$ cat config.mk
export PLATFORM = sky130hd
export DESIGN_NAME = aes_mixcol_seq_flat
export DESIGN_NICKNAME = d
export VERILOG_FILES = /design/src/rtl/aes_gf_pkg.sv /design/src/rtl/aes_mixcol_seq_if.sv /design/src/rtl/aes_gf_xtime.sv /design/src/rtl/aes_mixcol_seq.sv /design/src/flat_wrapper.sv
export SDC_FILE = /design/constraint.sdc
export NUM_CORES = 1
export LEC_CHECK = 0
export ABC_AREA = 1
export ABC_CLOCK_PERIOD_IN_PS = 8800
export BUFFER_PORTS_ARGS = -buffer_cell sky130_fd_sc_hd__buf_2
export CORE_ASPECT_RATIO = 2
export CORE_MARGIN = 1.5
export CORE_UTILIZATION = 55
export DETAILED_ROUTE_END_ITERATION = 10
export PLACE_DENSITY = 0.76
export SETUP_SLACK_MARGIN = 0.02
export SYNTH_ARGS = -nofsm -noshare
export SYNTH_HDL_FRONTEND = slang
export SYNTH_SLANG_ARGS = --single-unit
$ cat constraint.sdc
create_clock -name clk -period 8.8 [get_ports clk]
set_clock_uncertainty 0.15 [all_clocks]
set_input_delay 0.88 -clock clk [delete_from_list [all_inputs] [get_ports clk]]
set_output_delay 0.88 -clock clk [all_outputs]
set_load 0.05 [all_outputs]
$ cat src/rtl/aes_gf_pkg.sv
// Shared GF(2^8) definitions for the sequenced MixColumns engine.
// The PRE state exists only when AES_INV_MIXCOL_EN is defined.
package aes_gf_pkg;

    localparam logic [7:0] AES_POLY = 8'h1B;

    typedef logic [7:0] gf_byte_t;

`ifdef AES_INV_MIXCOL_EN
    typedef enum logic [1:0] {
        IDLE = 2'd0,
        PRE  = 2'd1,
        CALC = 2'd2,
        DONE = 2'd3
    } mc_state_t;
`else
    typedef enum logic [1:0] {
        IDLE = 2'd0,
        CALC = 2'd1,
        DONE = 2'd2
    } mc_state_t;
`endif

    function automatic gf_byte_t xtime(input gf_byte_t b);
        return {b[6:0], 1'b0} ^ (b[7] ? AES_POLY : 8'h00);
    endfunction

endpackage

$ cat src/rtl/aes_mixcol_seq_if.sv
// Column handshake bundle for aes_mixcol_seq; in_inv exists only with AES_INV_MIXCOL_EN.
interface aes_mixcol_seq_if;

    logic        in_valid;
    logic        in_ready;
    logic [31:0] in_col;
`ifdef AES_INV_MIXCOL_EN
    logic        in_inv;
`endif
    logic        out_valid;
    logic        out_ready;
    logic [31:0] out_col;
    logic        busy;

    modport master (
        output in_valid,
        output in_col,
`ifdef AES_INV_MIXCOL_EN
        output in_inv,
`endif
        output out_ready,
        input  in_ready,
        input  out_valid,
        input  out_col,
        input  busy
    );

    modport slave (
        input  in_valid,
        input  in_col,
`ifdef AES_INV_MIXCOL_EN
        input  in_inv,
`endif
        input  out_ready,
        output in_ready,
        output out_valid,
        output out_col,
        output busy
    );

endinterface

$ cat src/rtl/aes_gf_xtime.sv
// Single combinational GF(2^8) multiply-by-2 unit, time-shared by the engine.
module aes_gf_xtime
    import aes_gf_pkg::*;
(
    input  gf_byte_t a,
    output gf_byte_t y
);

    assign y = xtime(a);

endmodule

$ cat src/rtl/aes_mixcol_seq.sv
// Sequenced MixColumns over one shared xtime unit; 4 cycles forward, plus 4 PRE
// cycles for InvMixColumns when AES_INV_MIXCOL_EN is defined.
module aes_mixcol_seq
    import aes_gf_pkg::*;
(
    input  logic              clk,
    input  logic              rst,
    aes_mixcol_seq_if.slave   bus
);

    mc_state_t   state_q, state_d;
    logic [1:0]  idx_q, idx_d, idx_nxt;
    gf_byte_t    s_q [4];
    gf_byte_t    s_d [4];
    gf_byte_t    r_q [4];
    gf_byte_t    r_d [4];
    gf_byte_t    t_q, t_d;
`ifdef AES_INV_MIXCOL_EN
    gf_byte_t    u_q, u_d;
    gf_byte_t    v_q, v_d;
`endif
    logic        out_valid_q, out_valid_d;
    logic [31:0] out_col_q, out_col_d;
    logic        in_ready_q, in_ready_d;
    logic        busy_q, busy_d;
    gf_byte_t    xt_in, xt_out;

    aes_gf_xtime u_xtime (
        .a (xt_in),
        .y (xt_out)
    );

    assign idx_nxt = idx_q + 2'd1;

    // Next-state, datapath and handshake logic; every cycle uses at most one xtime.
    always_comb begin
        state_d     = state_q;
        idx_d       = idx_q;
        s_d         = s_q;
        r_d         = r_q;
        t_d         = t_q;
`ifdef AES_INV_MIXCOL_EN
        u_d         = u_q;
        v_d         = v_q;
`endif
        out_valid_d = out_valid_q;
        out_col_d   = out_col_q;
        xt_in       = 8'h00;

        case (state_q)
            IDLE: begin
                if (bus.in_valid && in_ready_q) begin
                    s_d[0] = bus.in_col[31:24];
                    s_d[1] = bus.in_col[23:16];
                    s_d[2] = bus.in_col[15:8];
                    s_d[3] = bus.in_col[7:0];
                    t_d    = bus.in_col[31:24] ^ bus.in_col[23:16]
                           ^ bus.in_col[15:8]  ^ bus.in_col[7:0];
                    idx_d  = 2'd0;
`ifdef AES_INV_MIXCOL_EN
                    state_d = bus.in_inv ? PRE : CALC;
`else
                    state_d = CALC;
`endif
                end else begin
                    state_d = IDLE;
                end
            end
`ifdef AES_INV_MIXCOL_EN
            // u = 4*(s0^s2), v = 4*(s1^s3); folding them in turns MixColumns into its inverse
            PRE: begin
                idx_d = idx_nxt;
                case (idx_q)
                    2'd0: begin
                        xt_in = s_q[0] ^ s_q[2];
                        u_d   = xt_out;
                    end
                    2'd1: begin
                        xt_in = u_q;
                        u_d   = xt_out;
                    end
                    2'd2: begin
                        xt_in = s_q[1] ^ s_q[3];
                        v_d   = xt_out;
                    end
                    default: begin
                        xt_in   = v_q;
                        v_d     = xt_out;
                        s_d[0]  = s_q[0] ^ u_q;
                        s_d[2]  = s_q[2] ^ u_q;
                        s_d[1]  = s_q[1] ^ xt_out;
                        s_d[3]  = s_q[3] ^ xt_out;
                        t_d     = s_d[0] ^ s_d[1] ^ s_d[2] ^ s_d[3];
                        state_d = CALC;
                    end
                endcase
            end
`endif
            CALC: begin
                xt_in      = s_q[idx_q] ^ s_q[idx_nxt];
                r_d[idx_q] = s_q[idx_q] ^ t_q ^ xt_out;
                idx_d      = idx_nxt;
                if (idx_q == 2'd3) begin
                    state_d     = DONE;
                    out_valid_d = 1'b1;
                    out_col_d   = {r_d[0], r_d[1], r_d[2], r_d[3]};
                end else begin
                    state_d = CALC;
                end
            end
            DONE: begin
                if (bus.out_ready) begin
                    state_d     = IDLE;
                    out_valid_d = 1'b0;
                end else begin
                    state_d = DONE;
                end
            end
            default: begin
                state_d     = IDLE;
                out_valid_d = 1'b0;
            end
        endcase

        in_ready_d = (state_d == IDLE);
        busy_d     = (state_d != IDLE);
    end

    // State and datapath registers; reset abandons any column in flight.
    always_ff @(posedge clk or posedge rst) begin
        if (rst) begin
            state_q     <= IDLE;
            idx_q       <= 2'd0;
            s_q         <= '{default: 8'h00};
            r_q         <= '{default: 8'h00};
            t_q         <= 8'h00;
`ifdef AES_INV_MIXCOL_EN
            u_q         <= 8'h00;
            v_q         <= 8'h00;
`endif
            out_valid_q <= 1'b0;
            out_col_q   <= 32'h0000_0000;
            in_ready_q  <= 1'b1;
            busy_q      <= 1'b0;
        end else begin
            state_q     <= state_d;
            idx_q       <= idx_d;
            s_q         <= s_d;
            r_q         <= r_d;
            t_q         <= t_d;
`ifdef AES_INV_MIXCOL_EN
            u_q         <= u_d;
            v_q         <= v_d;
`endif
            out_valid_q <= out_valid_d;
            out_col_q   <= out_col_d;
            in_ready_q  <= in_ready_d;
            busy_q      <= busy_d;
        end
    end

    assign bus.in_ready  = in_ready_q;
    assign bus.out_valid = out_valid_q;
    assign bus.out_col   = out_col_q;
    assign bus.busy      = busy_q;

endmodule
$ cat src/flat_wrapper.sv
// flat-port wrapper written by rule: the top's interface ports become plain ports
module aes_mixcol_seq_flat import aes_gf_pkg::*;
  (clk, rst, bus_in_valid, bus_in_col, bus_out_ready, bus_in_ready, bus_out_valid, bus_out_col, bus_busy);
  aes_mixcol_seq_if bus_i ();
  input  logic clk;
  input  logic rst;
  input wire logic [$bits(bus_i.in_valid)-1:0] bus_in_valid;
  input wire logic [$bits(bus_i.in_col)-1:0] bus_in_col;
  input wire logic [$bits(bus_i.out_ready)-1:0] bus_out_ready;
  output wire logic [$bits(bus_i.in_ready)-1:0] bus_in_ready;
  output wire logic [$bits(bus_i.out_valid)-1:0] bus_out_valid;
  output wire logic [$bits(bus_i.out_col)-1:0] bus_out_col;
  output wire logic [$bits(bus_i.busy)-1:0] bus_busy;
  assign bus_i.in_valid = bus_in_valid;
  assign bus_i.in_col = bus_in_col;
  assign bus_i.out_ready = bus_out_ready;
  assign bus_in_ready = bus_i.in_ready;
  assign bus_out_valid = bus_i.out_valid;
  assign bus_out_col = bus_i.out_col;
  assign bus_busy = bus_i.busy;
  aes_mixcol_seq u_core (.clk(clk), .rst(rst), .bus(bus_i));
endmodule
Word level (Yosys, flattened, before mapping)
Cells that the tools add are included.
{"block": "op_classes", "n_reduce_logical": 10, "n_mux": 20, "n_eq_ne": 6, "addsub": 1, "bitwise_logic": 10, "n_lt_le_gt_ge": 3}
{"cell": "XOR 8 bit", "n": 7}
{"cell": "2-to-1 mux 8 bit", "n": 6}
{"cell": "binary-select mux 8 bit (select 2 bit)", "n": 2}
{"cell": "bitwise mux 32 bit", "n": 1}
{"cell": "demux 8 bit (select 2 bit)", "n": 1}
{"cell": ">= comparator 3 bit, second input constant", "n": 2}
{"cell": "2-to-1 mux 2 bit", "n": 3}
{"cell": "NOT 2 -> 3 bit", "n": 2}
{"cell": "case mux 2 bit (3 select lines)", "n": 1}
{"cell": "AND reduction 2 bit", "n": 3}
{"cell": "2-to-1 mux 5 bit", "n": 1}
{"cell": "equality test 2 bit, second input constant", "n": 2}
{"cell": "zero test 2 bit", "n": 2}
{"cell": "!= test 2 x 1 -> 1 bit, second input constant", "n": 2}
{"cell": "case mux 2 bit (2 select lines)", "n": 1}
{"cell": "nonzero test 2 bit", "n": 2}
{"cell": "less-than comparator 3 x 1 -> 1 bit, second input constant", "n": 1}
{"cell": "2-to-1 mux 1 bit", "n": 3}
{"cell": "case mux 1 bit (3 select lines)", "n": 1}
{"cell": "AND reduction 3 bit", "n": 1}
{"cell": "adder 2 x 1 -> 2 bit, second input constant", "n": 1}
{"cell": "equality test 2 x 1 -> 1 bit, second input constant", "n": 1}
{"cell": "logical AND 1 bit", "n": 2}
{"cell": "!= test 2 bit, second input constant", "n": 1}
{"cell": "NOT 1 bit", "n": 1}
{"block": "totals", "word_cells": 65, "output_inout_bits": 35, "ff_bits": 111, "input_bits": 36}

Depth between registers and ports, before layout
Gate-level depths: netlist of the first run.
{"block": "logic_depth", "word_depth": 11, "ltp_mapped": 17, "depth_no_buf": 14}

Cells and area by module
Synthesis of the first run repeated with hierarchy kept, for this count alone.
{"block": "unflattened", "cells_unflattened": 725, "area_unflattened_um2": 5690.5}
{"module": "aes_mixcol_seq", "cells_per_inst": 707, "area_each_um2": 5604.1, "seq_area_each_um2": 2578.7, "n_inst": 1}
{"module": "aes_gf_xtime", "cells_per_inst": 18, "area_each_um2": 86.3, "seq_area_each_um2": 0.0, "n_inst": 1}

Least setup slack after synthesis of the first run
Ideal clock, no wire load.
{"block": "synth_timing", "path_type": "register -> register", "from": "register u_core.idx_q[0]", "to": "register u_core.out_col_q[12] (netlist: u_core.bus.out_col[12])", "slack_ns": 6.516, "synth_period_minus_slack_ns": 2.284, "stages_incl_launch_ff": 17, "t_arrival_ns": 2.016, "setup_time_ns": 0.118, "path_buffers": 3, "required_ns": 8.532, "path_cell_list": "dfrtp_1 > buf_6 > inv_6 > buf_4 > ha_1 > clkbuf_1 > nand3_1 > nand2_1 > nand2_1 > nand2_1 > nor2_1 > nand2_1 > nand2_1 > nand2_2 > nand3_2 > nand3_1 > nand2_1"}
{"block": "synth_between", "elab_chain_cells": 11, "elab_cells_between_ends": 23, "cone_classes": "add/sub (1); order compare (2); eq/ne (1); mux (11); bitwise (6); reduce/logical (2)"}
{"element": "start, declared", "line_no": "aes_mixcol_seq.sv:12", "source": "logic [1:0] idx_q, idx_d, idx_nxt;"}
{"element": "start signal, assigned", "line_no": "aes_mixcol_seq.sv:147", "source": "idx_q <= idx_d;"}
{"element": "adder 2 x 1 -> 2 bit", "line_no": "aes_mixcol_seq.sv:33", "source": "assign idx_nxt = idx_q + 2'd1;"}
{"element": "NOT 2 -> 3 bit (implied by the code)", "line_no": "aes_mixcol_seq.sv:100", "source": "xt_in = s_q[idx_q] ^ s_q[idx_nxt];"}
{"element": "binary-select mux 8 bit (select 2 bit)", "line_no": "aes_mixcol_seq.sv:100"}
{"element": "2-to-1 mux 8 bit (implied by the code) (2 in series)", "line_no": "aes_mixcol_seq.sv:100"}
{"element": "XOR 8 bit", "line_no": "aes_mixcol_seq.sv:100"}
{"element": "2-to-1 mux 8 bit", "line_no": "aes_mixcol_seq.sv:50", "source": "case (state_q)"}
{"element": "2-to-1 mux 5 bit", "line_no": "aes_gf_pkg.sv:25", "source": "return {b[6:0], 1'b0} ^ (b[7] ? AES_POLY : 8'h00);"}
{"element": "XOR 8 bit", "line_no": "aes_gf_pkg.sv:25"}
{"element": "XOR 8 bit", "line_no": "aes_mixcol_seq.sv:101", "source": "r_d[idx_q] = s_q[idx_q] ^ t_q ^ xt_out;"}
{"element": "bitwise mux 32 bit", "line_no": "aes_mixcol_seq.sv:101"}
{"element": "end signal, assigned", "line_no": "aes_mixcol_seq.sv:156", "source": "out_col_q <= out_col_d;"}
{"element": "end, declared", "line_no": "aes_mixcol_seq.sv:23", "source": "logic [31:0] out_col_q, out_col_d;"}
Several ways; a longest one is shown, not always the timed one. The select of a mux whose other input is x is not followed.
A chain may end at the register's enable or synchronous reset.

Final worst setup path of the first run
{"block": "layout_timing", "from": "register u_core.idx_q[0]", "to": "register u_core.out_col_q[11] (netlist: u_core.bus.out_col[11])"}
Same word-level chain as after synthesis.

==> parameters.txt, run 1 <==
Parameter                              Value

GRT
  All-layer global routing usage ... 26.2%
  Initial antenna violation count ... 0
  Met3 Use GR ... 4.18%
  Wire length of the first global-routing pass ... 21500 um
  Highest-utilization routing layer at the global route stage ... met2
  Via count of the first global-routing pass ... 4600
  GR Util met1 ... 28.5%
  Met2 Usage GRT ... 48.0%
  Maximum number of pins on one net before global-route repair ... 68
  Global-route congestion overflow total ... 0

Min path
  Sink of the worst hold path ... u_core.r_q[31]
  Hold Path Class ... register to register
  Launch point of the worst hold path ... u_core.r_q[31]
  Hold Path Depth ... 2

Yosys
  Distinct cell type count of the synthesized netlist ... 29
  Commonest register cell after synthesis ... dfrtp_1
  Synthesized netlist cell count ... 664
  Cell types with the highest counts after synthesis ... 280 x nand2_1, 102 x dfrtp_1, 86 x nand3_1
  Post-synthesis register bit count ... 103
  Count leader, synth ... nand2_1
  Cell accounting for the most synthesized area ... dfrtp_1
  Post-Syn Area ... 5480 um2
  Average instance area after synthesis ... 8.25 um2
  Post-synth EDFFs ... 0
  Synthesized Nets ... 704
  Top cells by area, synth ... dfrtp_1 47%, nand2_1 19%, nand3_1 7.9%
  Fraction of synthesized cell area taken by the top area cell type ... 46.6%
  FFs w/ async S/R, synth ... 100%
  Sequential cell area fraction in the yosys report ... 47.1%
  Warning count from the yosys run ... 0

Worst setup path
  CP most frequent cell ... nand2_1
  Worst path cell trace ... inv_6 > ha_1 > inv_1 > nand3_1 > nand2_1 > nand2_1 > nand2_1 > nor2_2 > nand2_1 > nand3_1 > nand3_1 > nand3_1 > nand2_1
  Worst Path Class, Setup ... register to register
  Worst endpoint required time ... 8890 ps
  Stage delay of the slowest cell on the critical path ... 1080 ps
  Critical path peak fanout ... 36
  Cell with the biggest individual delay on the critical path ... dfrtp_1
  Worst Reg2Reg Path Length in Cells ... 13
  Startpoint type of the worst setup path ... register
  Endpoint of the worst register-to-register path ... u_core.bus.out_col[11]
  Crit end category ... register
  Flop2flop setup slack ... 5040 ps
  Reg-to-Reg Start ... u_core.idx_q[0]
  Data arrival at the endpoint of the critical path ... 3850 ps

Layout
  Multi-input gate area ... 2670 um2
  Area growth, synth to finish ... 12.2%
  Final Non-Filler Cells ... 854
  Layout fillers ... 847
  Antenna diode count ... 0
  Flip-flop and latch area ... 2580 um2
  Summed area of non-filler cells in the final layout ... 6150 um2
  Share of layout cells above drive strength 1 ... 22.2%
  Count of nets after finishing ... 757

Place
  Gp weighted congestion ... 0.848
  Number of placed instances with taps included ... 838
  Post-place instance area ... 5860 um2
  Worst slack at placement ... 5080 ps
  IO buf count ... 70
  Detailed-placement wirelength estimate ... 9090 um

Clocking
  Clock slew seen by the registers of the worst setup and hold paths ... 70 ps
  Number of levels the H-tree was split into ... 3
  Clock latency of the later-clocked register in the worst-skew pair ... 350 ps
  # Post-CTS Setup Buffers ... 0
  Post-CTS Hold Fix Bufs ... 0
  Clock buffers created by TritonCTS ... 9
  Clock Root Buffer ... clkbuf_16
  CTS tree ... done
  TritonCTS Sinks ... 103
  Longest Clk Path Bufs ... 2
  Post_cts resized ... 0

Timing
  Slew Viols, Final ... 0
  Count of endpoints failing hold in the final timing report ... 0
  Max Fclk ... 0.266 GHz
  Shortest period the worst path allows ... 3760 ps
  Tightest Pin Transition ... 1110 ps
  Relative slew slack ... 25.8%
  Setup TNS Final ... 0 ps
  Period utilisation layout ... 42.8%
  Final setup violation count ... 0
  Worst Setup Slack, final ... 5040 ps
  Setup repair after global routing missed its margin ... no

Detailed routing
  Pre-Repair DR Iteration Count ... 5
  First-iteration detailed-routing DRC count ... 365
  Average wire per standard cell ... 14.8 um
  Post-route ant nets ... 0
  Via/cell ratio ... 5.43
  Routed Wire Length ... 12700 um
  Via count ... 4641
  Post-route DRC violation count ... 0

Floorplan
  Placement Rows ... 51
  Starting density of the core ... 56.5%
  Die height ... 144 um
  I/O pin count ... 71
  Floorplan Core Area ... 9700 um2
  Die footprint ... 10600 um2
  Horiz. Die Dim ... 73.6 um

Outcome
  Status ... complete, no violations

Job
  Number of max-cap violations ... 0
-- through the flow --
stage | util (%) | hold WS (ps)
finish | 63.4 | 324
detailed placement | 60.4 | 311
CTS | 63.4 | 328
floorplan | - | 291
global placement | 60.4 | 304
global route | 63.4 | 339
-- worst max-delay path: cells and delay by family, from the launching register on --
kind / cells / cell delay, ps
buffers and inverters: 2 / 540
and+or+nand+nor: 10 / 1240
adders and majority gates: 1 / 630
DFF: 1 / 1080
-- cells in the final DEF, fill, tap and decap left out --
master / synthesis / layout
clkinv_1: 1 / 1
clkbuf_16: 0 / 9
mux2_2: 30 / 30
inv_4: 0 / 1
xnor2_1: 29 / 29
clkbuf_8: 0 / 1
or2_2: 22 / 22
nand2_2: 6 / 6
or2_1: 5 / 5
xor2_2: 1 / 1
xor2_1: 7 / 7
dfrtp_1: 102 / 102
clkbuf_1: 12 / 2
inv_6: 1 / 1
clkinv_2: 0 / 3
o21ai_0: 12 / 12
buf_4: 2 / 4
o22ai_1: 2 / 2
nand3_1: 86 / 86
ha_1: 4 / 4
xnor2_2: 1 / 1
nand2_1: 280 / 280
inv_1: 13 / 12
nor3_1: 1 / 1
bufinv_16: 0 / 1
a21oi_1: 3 / 3
nand4_1: 5 / 5
nor2_1: 12 / 11
nor2_2: 1 / 2
buf_2: 11 / 70
nand3_2: 7 / 7
dfstp_2: 1 / 1
-- final cells by class --
| class | instances | share of cell area (%) |
|---|---|---|
| multi-input combinational | 514 | 43.4 |
| sequential | 103 | 41.9 |
| timing repair buffer | 74 | 6.18 |
| clock buffer | 12 | 4.01 |
| tap | 132 | 2.69 |
| inverter | 15 | 1.04 |
| clock inverter | 4 | 0.732 |
-- worst max-delay path by stage --
| stage | slack [ps] | to | cells past startpoint | from |
|---|---|---|---|---|
| after CTS | 5060 | u_core.bus.out_col[11] | 13 | u_core.idx_q[0] |
| after global placement | 5190 | u_core.bus.out_col[11] | 13 | u_core.idx_q[0] |
| after floorplan | 5070 | u_core.bus.busy | 1 | rst |
| after global routing | 4670 | u_core.bus.out_col[25] | 13 | u_core.idx_q[0] |
| final | 5040 | u_core.bus.out_col[11] | 13 | u_core.idx_q[0] |
| after detailed placement | 5080 | u_core.bus.out_col[11] | 13 | u_core.idx_q[0] |
-- cells by family after synthesis --
family	after synthesis	share of synthesized area, %
AOI/OAI and AO/OA	17	1.60
xor gates and xnor gates	38	6.35
adders and majority gates	4	0.913
buffers and inverters	47	4.25
DFF	103	47.1
muxes	30	6.16
and+or+nand+nor	425	33.7
-- per-layer routing --
metal | share of wire, % | wire [um]
met1 | 37 | 4730
met5 | 0 | 0
met2 | 55 | 6900
met4 | 3.6 | 450
met3 | 4.5 | 567
-- registers in the layout (all words and copies together) (netlist names) --
register and count:
u_core.t_q 8, u_core.s_q 32, u_core.state_q 2, u_core.bus.out_valid 1, u_core.r_q 24, u_core.bus.busy 1, u_core.bus.out_col 32, u_core.idx_q 2
u_core.bus.in_ready 1
Power of run 1 is not shown: default switching activity piles up to over one toggle a cycle in this logic, so the estimate is an artifact.
==> run 2, diff against run 1 <==
ABC_CLOCK_PERIOD_IN_PS = 3700   (was 8800)
clock period = 3.7 ns   (was 8.8 ns; I/O delays follow)
==> parameters.txt, run 2 (synthesis gave the netlist of run 1 again) <==
Parameter                              Value

Worst setup path
  Number of buffer and inverter stages on the critical path ... 2 (unchanged)
  Cell family contributing the most delay on the critical path ... simple AND/OR/NAND/NOR gates
  Worst endpoint required time ... 3780 ps (-5110 ps)
  Worst path cell trace ... inv_6 > ha_1 > inv_1 > nand3_1 > nand2_1 > nand2_1 > nand3_2 > xnor2_1 > a21oi_1 > nand2_1 > nand2_1
  Cell with the biggest individual delay on the critical path ... dfrtp_1
  CP most frequent cell ... nand2_1
  Data arrival at the endpoint of the critical path ... 2720 ps (-1130 ps)
  Startpoint type of the worst setup path ... register
  Critical path peak fanout ... 36 (unchanged)
  Crit end category ... register
  Stage delay of the slowest cell on the critical path ... 420 ps (-660 ps)
  Worst Path Class, Setup ... register to register

Clocking
  CTS tree ... done
  Post_cts resized ... 0 (unchanged)
  Clock buffers created by TritonCTS ... 9 (unchanged)
  Clock Root Buffer ... clkbuf_16
  Number of levels the H-tree was split into ... 3 (unchanged)
  Clock latency of the later-clocked register in the worst-skew pair ... 340 ps (about the same)
  Longest Clk Path Bufs ... 2 (unchanged)
  Clock slew seen by the registers of the worst setup and hold paths ... 70 ps (about the same)
  TritonCTS Sinks ... 103 (unchanged)

Layout
  Share of layout cells above drive strength 1 ... 22.8% (+0.65 points)
  Most frequent cells in the layout ... 280 x nand2_1, 102 x dfrtp_1, 86 x nand3_1
  Most common library cell in the layout ignoring fill and taps ... nand2_1
  Core utilization of the finished layout ... 63.9% (+0.50 points)
  Antenna diode count ... 0 (unchanged)
  Area growth, synth to finish ... 13.1%
  Count of nets after finishing ... 767 (+1.3%)

Detailed routing
  Average wire per standard cell ... 14.3 um (-3.8%)
  Post-route ant nets ... 0 (unchanged)
  Via/cell ratio ... 5.29 (-2.7%)
  Routed Wire Length ... 12300 um (-2.7%)
  Via count ... 4569 (-1.6%)
  Pre-Repair DR Iteration Count ... 7 (+2)
  First-iteration detailed-routing DRC count ... 269 (-26%)
  Post-route DRC violation count ... 0 (unchanged)

Outcome
  Status ... complete, no violations

Place
  Detailed-placement wirelength estimate ... 9030 um (-0.69%)
  IO buf count ... 70 (unchanged)
  Gp weighted congestion ... 0.876 (+3.4%)

Timing
  Final setup violation count ... 0 (unchanged)
  Count of endpoints failing hold in the final timing report ... 0 (unchanged)
  Relative slew slack ... 40.1% (+14 points)
  Tightest Pin Transition ... 898 ps (-215 ps)
  Slew Viols, Final ... 0 (unchanged)
  Setup TNS Final ... 0 ps (unchanged)
  Shortest period the worst path allows ... 2640 ps (-1120 ps)
  Period utilisation layout ... 71.4% (+29 points)
  Setup repair after global routing missed its margin ... no
  Max Fclk ... 0.379 GHz (+43%)

GRT
  Wire length of the first global-routing pass ... 20100 um (-6.2%)
  Maximum number of pins on one net before global-route repair ... 53 (-22%)
  Initial antenna violation count ... 0 (unchanged)
  All-layer global routing usage ... 24.7% (-1.5 points)
  Global-route congestion overflow total ... 0 (unchanged)
  Via count of the first global-routing pass ... 4336 (-5.7%)

Floorplan
  Placement Rows ... 51 (unchanged)
  Starting density of the core ... 56.5% (unchanged)
  Floorplan Core Area ... 9700 um2 (unchanged)
  Die height ... 144 um (unchanged)
  Horiz. Die Dim ... 73.6 um (unchanged)
  I/O pin count ... 71 (unchanged)
  Die footprint ... 10600 um2 (unchanged)

Job
  Number of max-cap violations ... 0 (unchanged)

Min path
  Hold Path Class ... primary input to register
run 2: cell types whose count changed in the layout (fill, tap and decap cells not counted), sizes merged:
cell,delta
buf,+9
clkinv,-3
clkinvlp,+3
bufinv,-1
clkbuf,+1
dlygate4sd3,+1
run 2: stage by stage:
step                      cells  setup slack [ps]  area (um2)  hold WS [ps]
final                       864              1060        6200           133
after global routing        864               824        6200           130
after CTS                   864              1040        6200           126
after detailed placement    847              1070        5930           310
after global placement      847              1100        5930           304
after floorplan             664               478        5480           291
run 2: final timing paths:
| path | cells after the start | from | endpoint | slack, ps |
|---|---|---|---|---|
| worst max-delay path | 11 | u_core.idx_q[0] | u_core.bus.out_col[8] | 1060 |
| worst min-delay path | 2 | bus_in_col[7] | u_core.s_q[7] | 130 |
| worst max register to register | 11 | u_core.idx_q[0] | u_core.bus.out_col[8] | 1060 |
| worst min register to register | 2 | u_core.r_q[23] | u_core.r_q[23] | 320 |
| max in group asynchronous | 4 | rst | u_core.bus.out_col[27] | 2090 |
| min in group asynchronous | 3 | rst | u_core.bus.busy | 490 |
run 2: cell type report:
class | count | area [um2]
clock buffers | 13 | 240
repair buffers | 84 | 458
clock inverters | 3 | 22.5
fillers | 883 | 3500
flip-flops and latches | 103 | 2580
well taps | 132 | 165
inverters | 15 | 63.8
multi-input cells | 514 | 2670
run 2: repair_timing:
action / 4_1_cts / 5_1_grt
buffers inserted: 0 / 0
hold endpoints to repair: 45 / 0
hold buffers: 1 / 0
run 2: routing by layer:
metal,vias up,GRT usage [%],wire length [um]
li1,2249,-,-
met4,0,12.9,467
met2,124,44.4,6670
met5,-,0,0
met1,2167,27.3,4770
met3,29,3.28,415
Power of run 2 is left out for the same reason.
